[src/rtl/game_event_ctrl_pkg.sv]
// rtl/game_event_ctrl_pkg.sv - shared state encoding and default game constants
package game_pkg;

  typedef enum logic [1:0] {
    IDLE  = 2'd0,
    PLAY  = 2'd1,
    DYING = 2'd2,
    OVER  = 2'd3
  } game_state_t;

  localparam int SCORE_W_DEF        = 16;
  localparam int SCORE_STAIR_DEF    = 1;
  localparam int SCORE_MONSTER_DEF  = 10;
  localparam int RESPAWN_FRAMES_DEF = 120;
  localparam int DEATH_FRAMES_DEF   = 60;
  localparam int LIVES_DEF          = 3;

endpackage

[src/rtl/game_event_ctrl_if.sv]
// rtl/game_event_ctrl_if.sv - detector flags in, game events and status out
interface game_event_if
  import game_pkg::*;
#(
  parameter int SCORE_W = SCORE_W_DEF
);
  logic               start;
  logic               collision;
  logic               dead;
  logic               beat_monster;
  logic               hit;
  logic               fell_out;
  logic               bounce;
  logic               monster_kill;
  logic               monster_appear;
  logic [SCORE_W-1:0] score;
  logic               dying;
  logic               game_over;
  logic [1:0]         lives;

  modport master (
    output start, collision, dead, beat_monster, hit, fell_out,
    input  bounce, monster_kill, monster_appear, score, dying, game_over, lives
  );

  modport slave (
    input  start, collision, dead, beat_monster, hit, fell_out,
    output bounce, monster_kill, monster_appear, score, dying, game_over, lives
  );
endinterface

[src/rtl/game_event_ctrl_frame_tick_sync.sv]
// rtl/game_event_ctrl_frame_tick_sync.sv - frame strobe synchronizer and rising-edge pulse
module frame_tick_sync (
  input  logic Clk,
  input  logic Reset,
  input  logic frame_clk,
  output logic frame_tick
);
  logic sync1, sync2, sync_prev;

  // Two flops against metastability, a third as edge history; the pulse is registered
  always_ff @(posedge Clk) begin
    if (Reset) begin
      sync1      <= 1'b0;
      sync2      <= 1'b0;
      sync_prev  <= 1'b0;
      frame_tick <= 1'b0;
    end else begin
      sync1      <= frame_clk;
      sync2      <= sync1;
      sync_prev  <= sync2;
      frame_tick <= sync2 & ~sync_prev;
    end
  end
endmodule

[src/rtl/game_event_ctrl.sv]
// rtl/game_event_ctrl.sv - game FSM turning per-frame flags into events; lives option GAME_LIVES_EN
module game_event_ctrl
  import game_pkg::*;
#(
  parameter int SCORE_W        = SCORE_W_DEF,
  parameter int SCORE_STAIR    = SCORE_STAIR_DEF,
  parameter int SCORE_MONSTER  = SCORE_MONSTER_DEF,
  parameter int RESPAWN_FRAMES = RESPAWN_FRAMES_DEF,
  parameter int DEATH_FRAMES   = DEATH_FRAMES_DEF
`ifdef GAME_LIVES_EN
  ,
  parameter int LIVES          = LIVES_DEF
`endif
) (
  input  logic        Clk,
  input  logic        Reset,
  input  logic        frame_clk,
  game_event_if.slave ev
);
  localparam int RESP_W  = $clog2(RESPAWN_FRAMES + 2);
  localparam int DEATH_W = $clog2(DEATH_FRAMES + 1);
  localparam logic [RESP_W-1:0]  RESP_LOAD  = RESP_W'(RESPAWN_FRAMES);
  localparam logic [DEATH_W-1:0] DEATH_LAST = DEATH_W'(DEATH_FRAMES - 1);
  localparam logic [SCORE_W:0]   INC_STAIR  = (SCORE_W + 1)'(SCORE_STAIR);
  localparam logic [SCORE_W:0]   INC_MON    = (SCORE_W + 1)'(SCORE_MONSTER);

  game_state_t        state_q, state_d;
  logic               tick;
  logic               prev_coll, prev_dead, prev_beat, prev_hit;
  logic               ev_coll, ev_dead, ev_beat, ev_hit;
  logic               play_tick, hit_fire, beat_fire, die_now, stair_fire;
  logic               death_done, start_game, relaunch_fire;
  logic               bounce_q, kill_q, appear_q;
  logic [SCORE_W-1:0] score_q, score_next;
  logic [SCORE_W:0]   score_inc, score_sum;
  logic [RESP_W-1:0]  resp_cnt;
  logic [DEATH_W-1:0] death_cnt;

  frame_tick_sync u_tick (
    .Clk        (Clk),
    .Reset      (Reset),
    .frame_clk  (frame_clk),
    .frame_tick (tick)
  );

  // Frame events and the in-frame priority: bullet hit, stomp, death, stair landing
  always_comb begin
    ev_coll    = tick & ev.collision    & ~prev_coll;
    ev_dead    = tick & ev.dead         & ~prev_dead;
    ev_beat    = tick & ev.beat_monster & ~prev_beat;
    ev_hit     = tick & ev.hit          & ~prev_hit;
    play_tick  = tick && (state_q == PLAY);
    hit_fire   = play_tick & ev_hit & appear_q;
    beat_fire  = play_tick & ~hit_fire & ev_beat & appear_q;
    die_now    = play_tick & ((ev_dead & appear_q & ~hit_fire & ~beat_fire) | ev.fell_out);
    stair_fire = play_tick & ev_coll & ~beat_fire & ~die_now;
    death_done = tick && (state_q == DYING) && (death_cnt == DEATH_LAST);
    start_game = ev.start && ((state_q == IDLE) || (state_q == OVER));
  end

  // Saturating score update for whatever scored this frame
  always_comb begin
    score_inc = '0;
    if (hit_fire || beat_fire) score_inc = score_inc + INC_MON;
    if (stair_fire)            score_inc = score_inc + INC_STAIR;
    score_sum  = {1'b0, score_q} + score_inc;
    score_next = score_sum[SCORE_W] ? '1 : score_sum[SCORE_W-1:0];
  end

  // State register
  always_ff @(posedge Clk) begin
    if (Reset) state_q <= IDLE;
    else       state_q <= state_d;
  end

  // Next-state logic
  always_comb begin
    state_d = state_q;
    case (state_q)
      IDLE:    if (ev.start)   state_d = PLAY;
      PLAY:    if (die_now)    state_d = DYING;
      DYING:   if (death_done) state_d = relaunch_fire ? PLAY : OVER;
      OVER:    if (ev.start)   state_d = PLAY;
      default:                 state_d = IDLE;
    endcase
  end

  // State-decoded status outputs
  always_comb begin
    ev.dying     = (state_q == DYING);
    ev.game_over = (state_q == OVER);
  end

  // Event pulses, flag history, score, monster respawn and death timing
  always_ff @(posedge Clk) begin
    if (Reset) begin
      bounce_q  <= 1'b0;
      kill_q    <= 1'b0;
      appear_q  <= 1'b0;
      score_q   <= '0;
      resp_cnt  <= RESP_LOAD;
      death_cnt <= '0;
      prev_coll <= 1'b0;
      prev_dead <= 1'b0;
      prev_beat <= 1'b0;
      prev_hit  <= 1'b0;
    end else begin
      bounce_q <= beat_fire | stair_fire | relaunch_fire;
      kill_q   <= hit_fire | beat_fire;
      if (tick) begin
        prev_coll <= ev.collision;
        prev_dead <= ev.dead;
        prev_beat <= ev.beat_monster;
        prev_hit  <= ev.hit;
      end
      if (start_game) begin
        score_q  <= '0;
        appear_q <= 1'b0;
        resp_cnt <= RESP_LOAD;
      end else if (state_q == PLAY) begin
        score_q <= score_next;
        if (hit_fire || beat_fire) begin
          appear_q <= 1'b0;
          resp_cnt <= RESP_LOAD;
        end else if (tick && !appear_q) begin
          if (resp_cnt <= RESP_W'(1)) begin
            appear_q <= 1'b1;
            resp_cnt <= '0;
          end else begin
            resp_cnt <= resp_cnt - RESP_W'(1);
          end
        end
      end else if (relaunch_fire) begin
        appear_q <= 1'b0;
        resp_cnt <= RESP_LOAD;
      end
      if (die_now)
        death_cnt <= '0;
      else if (tick && (state_q == DYING) && !death_done)
        death_cnt <= death_cnt + DEATH_W'(1);
    end
  end

`ifdef GAME_LIVES_EN
  logic [1:0] lives_q;
  assign relaunch_fire = death_done && (lives_q > 2'd1);

  // Lives load on a fresh game and drop by one at the end of each death animation
  always_ff @(posedge Clk) begin
    if (Reset)           lives_q <= 2'd0;
    else if (start_game) lives_q <= 2'(LIVES);
    else if (death_done) lives_q <= (lives_q > 2'd1) ? lives_q - 2'd1 : 2'd0;
  end

  assign ev.lives = lives_q;
`else
  assign relaunch_fire = 1'b0;
  assign ev.lives      = 2'd0;
`endif

  assign ev.bounce         = bounce_q;
  assign ev.monster_kill   = kill_q;
  assign ev.monster_appear = appear_q;
  assign ev.score          = score_q;
endmodule

[src/flat_wrapper.sv]
// flat-port wrapper written by rule: the top's interface ports become plain ports
module game_event_ctrl_flat import game_pkg::*;
#(
  parameter int SCORE_W        = SCORE_W_DEF,
  parameter int SCORE_STAIR    = SCORE_STAIR_DEF,
  parameter int SCORE_MONSTER  = SCORE_MONSTER_DEF,
  parameter int RESPAWN_FRAMES = RESPAWN_FRAMES_DEF,
  parameter int DEATH_FRAMES   = DEATH_FRAMES_DEF

)
  (Clk, Reset, frame_clk, ev_start, ev_collision, ev_dead, ev_beat_monster, ev_hit, ev_fell_out, ev_bounce, ev_monster_kill, ev_monster_appear, ev_score, ev_dying, ev_game_over, ev_lives);
  game_event_if #(.SCORE_W(SCORE_W)) ev_i ();
  input  logic Clk;
  input  logic Reset;
  input  logic frame_clk;
  input wire logic [$bits(ev_i.start)-1:0] ev_start;
  input wire logic [$bits(ev_i.collision)-1:0] ev_collision;
  input wire logic [$bits(ev_i.dead)-1:0] ev_dead;
  input wire logic [$bits(ev_i.beat_monster)-1:0] ev_beat_monster;
  input wire logic [$bits(ev_i.hit)-1:0] ev_hit;
  input wire logic [$bits(ev_i.fell_out)-1:0] ev_fell_out;
  output wire logic [$bits(ev_i.bounce)-1:0] ev_bounce;
  output wire logic [$bits(ev_i.monster_kill)-1:0] ev_monster_kill;
  output wire logic [$bits(ev_i.monster_appear)-1:0] ev_monster_appear;
  output wire logic [$bits(ev_i.score)-1:0] ev_score;
  output wire logic [$bits(ev_i.dying)-1:0] ev_dying;
  output wire logic [$bits(ev_i.game_over)-1:0] ev_game_over;
  output wire logic [$bits(ev_i.lives)-1:0] ev_lives;
  assign ev_i.start = ev_start;
  assign ev_i.collision = ev_collision;
  assign ev_i.dead = ev_dead;
  assign ev_i.beat_monster = ev_beat_monster;
  assign ev_i.hit = ev_hit;
  assign ev_i.fell_out = ev_fell_out;
  assign ev_bounce = ev_i.bounce;
  assign ev_monster_kill = ev_i.monster_kill;
  assign ev_monster_appear = ev_i.monster_appear;
  assign ev_score = ev_i.score;
  assign ev_dying = ev_i.dying;
  assign ev_game_over = ev_i.game_over;
  assign ev_lives = ev_i.lives;
  game_event_ctrl #(.SCORE_W(SCORE_W), .SCORE_STAIR(SCORE_STAIR), .SCORE_MONSTER(SCORE_MONSTER), .RESPAWN_FRAMES(RESPAWN_FRAMES), .DEATH_FRAMES(DEATH_FRAMES)) u_core (.Clk(Clk), .Reset(Reset), .frame_clk(frame_clk), .ev(ev_i));
endmodule
[config.mk]
export PLATFORM = sky130hd
export DESIGN_NAME = game_event_ctrl_flat
export DESIGN_NICKNAME = d
export VERILOG_FILES = /design/src/rtl/game_event_ctrl_pkg.sv /design/src/rtl/game_event_ctrl_if.sv /design/src/rtl/game_event_ctrl_frame_tick_sync.sv /design/src/rtl/game_event_ctrl.sv /design/src/flat_wrapper.sv
export SDC_FILE = /design/constraint.sdc
export NUM_CORES = 1
export LEC_CHECK = 0
export ABC_AREA = 1
export BUFFER_PORTS_ARGS = -buffer_cell sky130_fd_sc_hd__buf_4
export CORE_AREA = 2 2 91 84
export DETAILED_ROUTE_END_ITERATION = 6
export DIE_AREA = 0 0 93 86
export PLACE_DENSITY = 0.6
export SETUP_SLACK_MARGIN = 0.05
export SLEW_MARGIN = 20
export SYNTH_ARGS = -nofsm -noshare
export SYNTH_HDL_FRONTEND = slang
export SYNTH_HIERARCHICAL = 1
export SYNTH_SLANG_ARGS = --single-unit
[constraint.sdc]
create_clock -name Clk -period 3.4 [get_ports Clk]
set_clock_uncertainty 0.2 [all_clocks]
set_input_delay 0.68 -clock Clk [delete_from_list [all_inputs] [get_ports Clk]]
set_output_delay 0.68 -clock Clk [all_outputs]
set_load 0.02 [all_outputs]
## Word level (Yosys, flattened, before mapping)

Cells that the tools add are included.

| storage, ports and cells | value |
|---|---|
| word-level logic and storage cells | 91 |
| input port bits | 9 |
| flip-flop bits (word level) | 42 |

| operators by class | value |
|---|---|
| $lt $le $gt $ge | 1 |
| bitwise logic cells | 32 |
| reductions and logical operators | 19 |
| equality and inequality tests | 7 |
| muxes and demuxes | 13 |
| add/sub/neg operators | 4 |

Operators by type and width:

| cell | number |
|---|---|
| $and A1 B1 Y1 | 21 |
| $mux W7 | 3 |
| $add A16 B17 Y17 | 1 |
| $mux W17 | 1 |
| $mux W16 | 1 |
| $not A1 Y1 | 8 |
| $le A7 B1 Y1 const B | 1 |
| $sub A7 B1 Y7 const B | 1 |
| $add A6 B1 Y6 const B | 1 |
| $eq A6 B6 Y1 const B | 1 |
| $logic_and A1 B1 Y1 | 6 |
| $mux W2 | 3 |
| $ne A2 B1 Y1 const B | 3 |
| $pmux W2 S3 | 1 |
| $reduce_and A3 Y1 | 2 |
| $reduce_or A2 Y1 | 3 |
| $add A4 B1 Y5 const B | 1 |
| $eq A2 B2 Y1 const B | 2 |
| $mux W4 | 1 |
| $reduce_bool A2 Y1 | 2 |
| $mux W1 | 3 |
| $or A1 B1 Y1 | 3 |
| $eq A2 B1 Y1 const B | 1 |
| $logic_not A1 Y1 | 2 |
| 3 further kinds | 4 |

## Logic depth before layout (Yosys ltp)

| logic depth | value |
|---|---|
| depth in word-level cells | 17 |
| gate-level depth with buffers | 21 |
| gate-level depth less buffers | 21 |

## By module

The synthesis kept the hierarchy.

By module, submodules not included:

| module | cells each | instances | area an instance (µm²) |
|---|---|---|---|
| game_event_ctrl | 320 | 1 | 2,277.2 |
| frame_tick_sync | 12 | 1 | 115.1 |

## Worst setup path after synthesis

No wires, ideal clock.

| timing | value |
|---|---|
| kind | input-to-reg |
| from | in ev_beat_monster |
| to | reg u_core.score_q[14] (netlist: u_core/ev.score[14]) |
| cell stages on the path | 19 |
| path slack | 0.443 ns |
| data arrival time | 2.648 ns |
| cells stage by stage | nand2_4 nor2_2 nand3_1 nand2_1 nand2_1 nand2_2 nand3_1 inv_1 ha_1 inv_1 fa_1 o21bai_4 nand3_2 nor2_4 nand2_1 nand2_1 nand3_1 nand2_1 inv_1 |

| on the way | value |
|---|---|
| longest elaborated chain between the ends | 13 |
| elaborated cells on any way between the ends | 17 |
| classes of those cells | add/sub: 2; mux: 3; bitwise: 11; reduce/logical: 1 |

Ends and longest elaborated chain:

| item | line | text |
|---|---|---|
| from (decl) | flat_wrapper.sv:19 | `input wire logic [$bits(ev_i.beat_monster)-1:0] ev_beat_monster;` |
| $and A1 B1 Y1 (*) (2 in a row) | game_event_ctrl.sv:50 | `ev_beat = tick & ev.beat_monster & ~prev_beat;` |
| $and A1 B1 Y1 (*) (2 in a row) | game_event_ctrl.sv:54 | `beat_fire = play_tick & ~hit_fire & ev_beat & appear_q;` |
| branches (longest 6 deep; another with $add A4 B1 Y5) | - |  |
| $mux W17 (*) | game_event_ctrl.sv:65 | `if (stair_fire) score_inc = score_inc + INC_STAIR;` |
| $add A16 B17 Y17 (*) | game_event_ctrl.sv:66 | `score_sum = {1'b0, score_q} + score_inc;` |
| $mux W16 (*) | game_event_ctrl.sv:67 | `score_next = score_sum[SCORE_W] ? '1 : score_sum[SCORE_W-1:0];` |
| to (signal assigned) | game_event_ctrl.sv:121 | `score_q <= score_next;` |
| to (decl) | game_event_ctrl.sv:34 | `logic [SCORE_W-1:0] score_q, score_next;` |

Every way passes the cells marked *.
A chain may end at the register's enable or synchronous reset.

## Worst setup path in the final report

| timing | value |
|---|---|
| from | reg u_core.state_q[0] |
| to | reg u_core.score_q[14] (netlist: u_core/ev.score[14]) |

| on the way | value |
|---|---|
| longest elaborated chain between the ends | 17 |
| elaborated cells on any way between the ends | 28 |
| classes of those cells | add/sub: 2; eq/ne: 2; mux: 3; bitwise: 15; reduce/logical: 6 |

Ends and longest elaborated chain:

| item | line | text |
|---|---|---|
| from (decl) | game_event_ctrl.sv:27 | `game_state_t state_q, state_d;` |
| from (signal assigned) | game_event_ctrl.sv:73 | `else state_q <= state_d;` |
| branches (longest 17 deep; another with $add A4 B1 Y5) | - |  |

Several ways; the timed one is not identified.

==> results by group <==
Logic synthesis
  – Synth area leader: dfxtp_1
  – Mapped Area: 0.002392 sq mm
  – Main synth FF type: dfxtp_1
  – Top-area cell type share of the netlist area: 35.15%
  – Most frequent cells after synthesis: nand2_1 (62), inv_1 (51), dfxtp_1 (42)
  – Synth warnings: 6
  – Post-synth EDFFs: 0
  – Top post-synthesis cells by area: dfxtp_1 (35%), nand2_1 (9.7%), inv_1 (8.0%), nand3_1 (5.2%), nor2_1 (5.0%)
  – Sequential area share after synthesis: 35.15%
  – Ys async rst share: 0%
  – Mapped Cells: 332
  – Synthesized flop and latch total: 42
  – Count leader, synth: nand2_1
  – Avg Inst Size Synth: 7.206 sq um
  – Synth unique cells: 39

CTS
  – Clk sink count: 42
  – Clock Path Buffers: 2
  – Worst-path clk slew: around 0.090 ns
  – CTS tree: built
  – Hold-fix buffers, CTS: 0
  – Number of CTS-inserted buffers: 5
  – Htree depth: 2
  – Clock tree root buffer cell: clkbuf_8
  – Latest clock arrival within the worst-skew pair: approximately 0.30 ns

GRT
  – GRT met2 Usage: between 20 and 25%
  – Grt total ovfl: 0
  – Largest net degree at the start of global routing: 15
  – Global Route Usage Sum: between 10% and 20%
  – Met1 usage in global routing: 18.98%
  – Met3 Usage GRT: 3.339%
  – Initial antenna violation count: 0
  – First-pass GRT wire length: 9087 microns
  – Via count of the first global-routing pass: 1970
  – Grt peak-use layer: met2

Power and ir drop
  – Reg power frac: 42.0%
  – P_sw: 358.4 uW
  – Pint: 915.4 uW
  – Switching Fraction: 28.13%
  – Leakage: 0.001370 uW
  – Worst vdd rail ir drop: 0.1369 mV
  – Logic pwr share: 19.4%
  – Cell Pwr Density: 443.2 mW/mm^2
  – Clock power share: 38.6%

Die
  – Die height: between 80 and 90 microns
  – Initial Util: 34.34%
  – Core box area: 0.006967 sq mm
  – Rows: 29
  – Die width: 93 microns
  – Die area: 0.007998 sq mm
  – Io pins: 32

Placed design
  – Gpl congestion: 0.8183
  – HPWL after detailed placement: 4083 microns
  – Placed cell count: roughly 450
  – I/O Buffers: 29
  – Pre-CTS setup slack: 0.09277 ns
  – DP Area: 0.002706 sq mm

STA
  – Setup TNS: 0 ns
  – Unrepaired setup endpoints after global routing: false
  – Final Critical Period: 3.045 ns
  – Final setup fails: 0
  – Slew Limit Fails: 0
  – Max Freq: 328.4 MHz
  – Setup ws final: roughly 0.35 ns
  – Fin. Hold Viols: 0
  – Final Cycle Share: around 90%

Route
  – Pre-antenna DRT Iters: 4
  – DRT antenna net count: 0
  – Routed wire per std cell: between 10 and 15 microns
  – DR DRC count: 0
  – DRT Wirelength: 5336 microns
  – 1st-iter DRT viols: 74
  – Vias: 2129
  – Via density: 4.608

Setup path
  – Startpoint Class: flip-flop
  – Arr. time, crit path: roughly 3.0 ns
  – Endpoint class of the critical path: flip-flop
  – Req. time, crit path: about 3.4 ns
  – Reg2Reg Setup Slack: around 0.35 ns
  – Critical path peak fanout: 6
  – Crit Path Class: reg2reg

Finish
  – Ant diodes: 0
  – # fillers: 754
  – Finished Core Util: 41.25%
  – Final Instance Area: ~0.0029 sq mm
  – Nets: 387
  – Layout Cells excl Fill: between 400 and 500
  – Area growth from synthesis to layout: 20.14%
  – Fraction of layout cells with a size suffix above 1: 20.05%

Worst hold path
  – Hold Crit Class: reg2reg

Run status
  – Status: finished, final reports clean

Flow run
  – Max cap viols: 0
[power groups by stage]
stage               Clock [uW]  Sequential (uW)  Combinational [uW]
finish                     491              536                 247
global route               524              539                 281
CTS                        504              535                 249
detailed placement           0              547                 248
global placement             0              546                 245
floorplan                    0              549                 172
[critical path, stage by stage, from the launching register on]
cell and delay (ns):
dfxtp_1 0.39, ha_1 0.21, nand3_2 0.11, inv_1 0.11, nand3_1 0.11, nand2_1 0.09, nand2_1 0.07, nand2_2 0.09
nand3_1 0.09, inv_1 0.07, ha_1 0.17, inv_1 0.06, fa_2 0.36, o21bai_4 0.19, nand3_4 0.12, nor2_4 0.20
nand2_1 0.07, nand2_1 0.06, nand3_1 0.07, nand2_1 0.07, inv_1 0.04
[path summary, 6_finish.rpt]
kind                            cells after the start                     from                       end
worst min register to register                      1  u_core/u_tick/sync_prev  u_core/u_tick/frame_tick
worst min-delay path                                1  u_core/u_tick/sync_prev  u_core/u_tick/frame_tick
worst max register to register                     20        u_core/state_q[0]       u_core/ev.score[14]
worst max-delay path                               20        u_core/state_q[0]       u_core/ev.score[14]
[per-stage QoR]
stage	total power [uW]	hold WS, ns
4_1_cts	1288	0.2053
6_report	1274	0.2015
3_5_place_dp	794.5	0.1925
3_3_place_gp	791.8	0.1875
2_1_floorplan	720.5	0.1823
5_1_grt	1344	0.2120
[what timing repair did]
item / 4_1_cts / 5_1_grt
setup endpoints to repair: 0 / 9
resized for setup: 0 / 2
buffers inserted: 0 / 2
[cells by family after synthesis]
logic type | synth area share, %
AND/OR/NAND/NOR | 31.49
adder cells (fa/ha/maj) | 5.544
buffers and inverters | 11.40
other | 0.1568
XOR/XNOR | 2.929
AO/OA/AOI/OAI | 13.34
flip-flops | 35.15
[cells in the final DEF (no fill, tap or decap)]
| cell type | n |
|---|---|
| o211ai_1 | 1 |
| buf_4 | 34 |
| o21ai_4 | 1 |
| inv_2 | 7 |
| nand2_4 | 3 |
| nand4_1 | 6 |
| inv_6 | 1 |
| nor3b_1 | 1 |
| nand3_2 | 1 |
| clkbuf_8 | 6 |
| nand3_4 | 2 |
| nand2_1 | 62 |
| nor2_4 | 1 |
| a31oi_1 | 6 |
| a21oi_1 | 22 |
| conb_1 | 2 |
| a21boi_0 | 1 |
| nand2_2 | 6 |
| or2_0 | 1 |
| nor3_2 | 3 |
| fa_2 | 1 |
| nand3_1 | 25 |
| nor3_4 | 1 |
| nor3_1 | 2 |
| inv_1 | 51 |
| bufinv_16 | 2 |
| ha_1 | 9 |
| xor2_1 | 6 |
| o21ai_0 | 18 |
| nor2_2 | 2 |
| nand3b_1 | 3 |
| o21ai_1 | 3 |
| nor3b_2 | 1 |
| xnor2_1 | 2 |
| o21bai_4 | 1 |
| nor2_1 | 32 |
| a21oi_4 | 1 |
| dfxtp_1 | 42 |
[state kept, by name, summed over array words and instances (netlist names), 2 cells and up]
name / flops
u_core/ev.score: 16
u_core/death_cnt: 6
u_core/resp_cnt: 7
u_core/state_q: 2
[per-layer routing]
metal  routed length, microns  vias to the layer above  part of all wire, %
met1                     2575                      962                   48
met4                       58                        0                  1.1
li1                         -                     1123                    -
met3                      281                        4                  5.3
met5                        0                        -                    0
met2                     2421                       40                   45
[area by class of cell]
| type | instances | area, sq um | area share (%) |
|---|---|---|---|
| flip-flops and latches | 42 | 840.8 | 29.26 |
| clock inverters | 2 | 60.06 | 2.090 |
| inverters | 59 | 226.5 | 7.880 |
| well taps | 93 | 116.4 | 4.049 |
| clock buffers | 6 | 82.58 | 2.873 |
| multi-input cells | 226 | 1292 | 44.97 |
| repair buffers | 34 | 255.2 | 8.881 |
(Power assumes the default switching activity.)
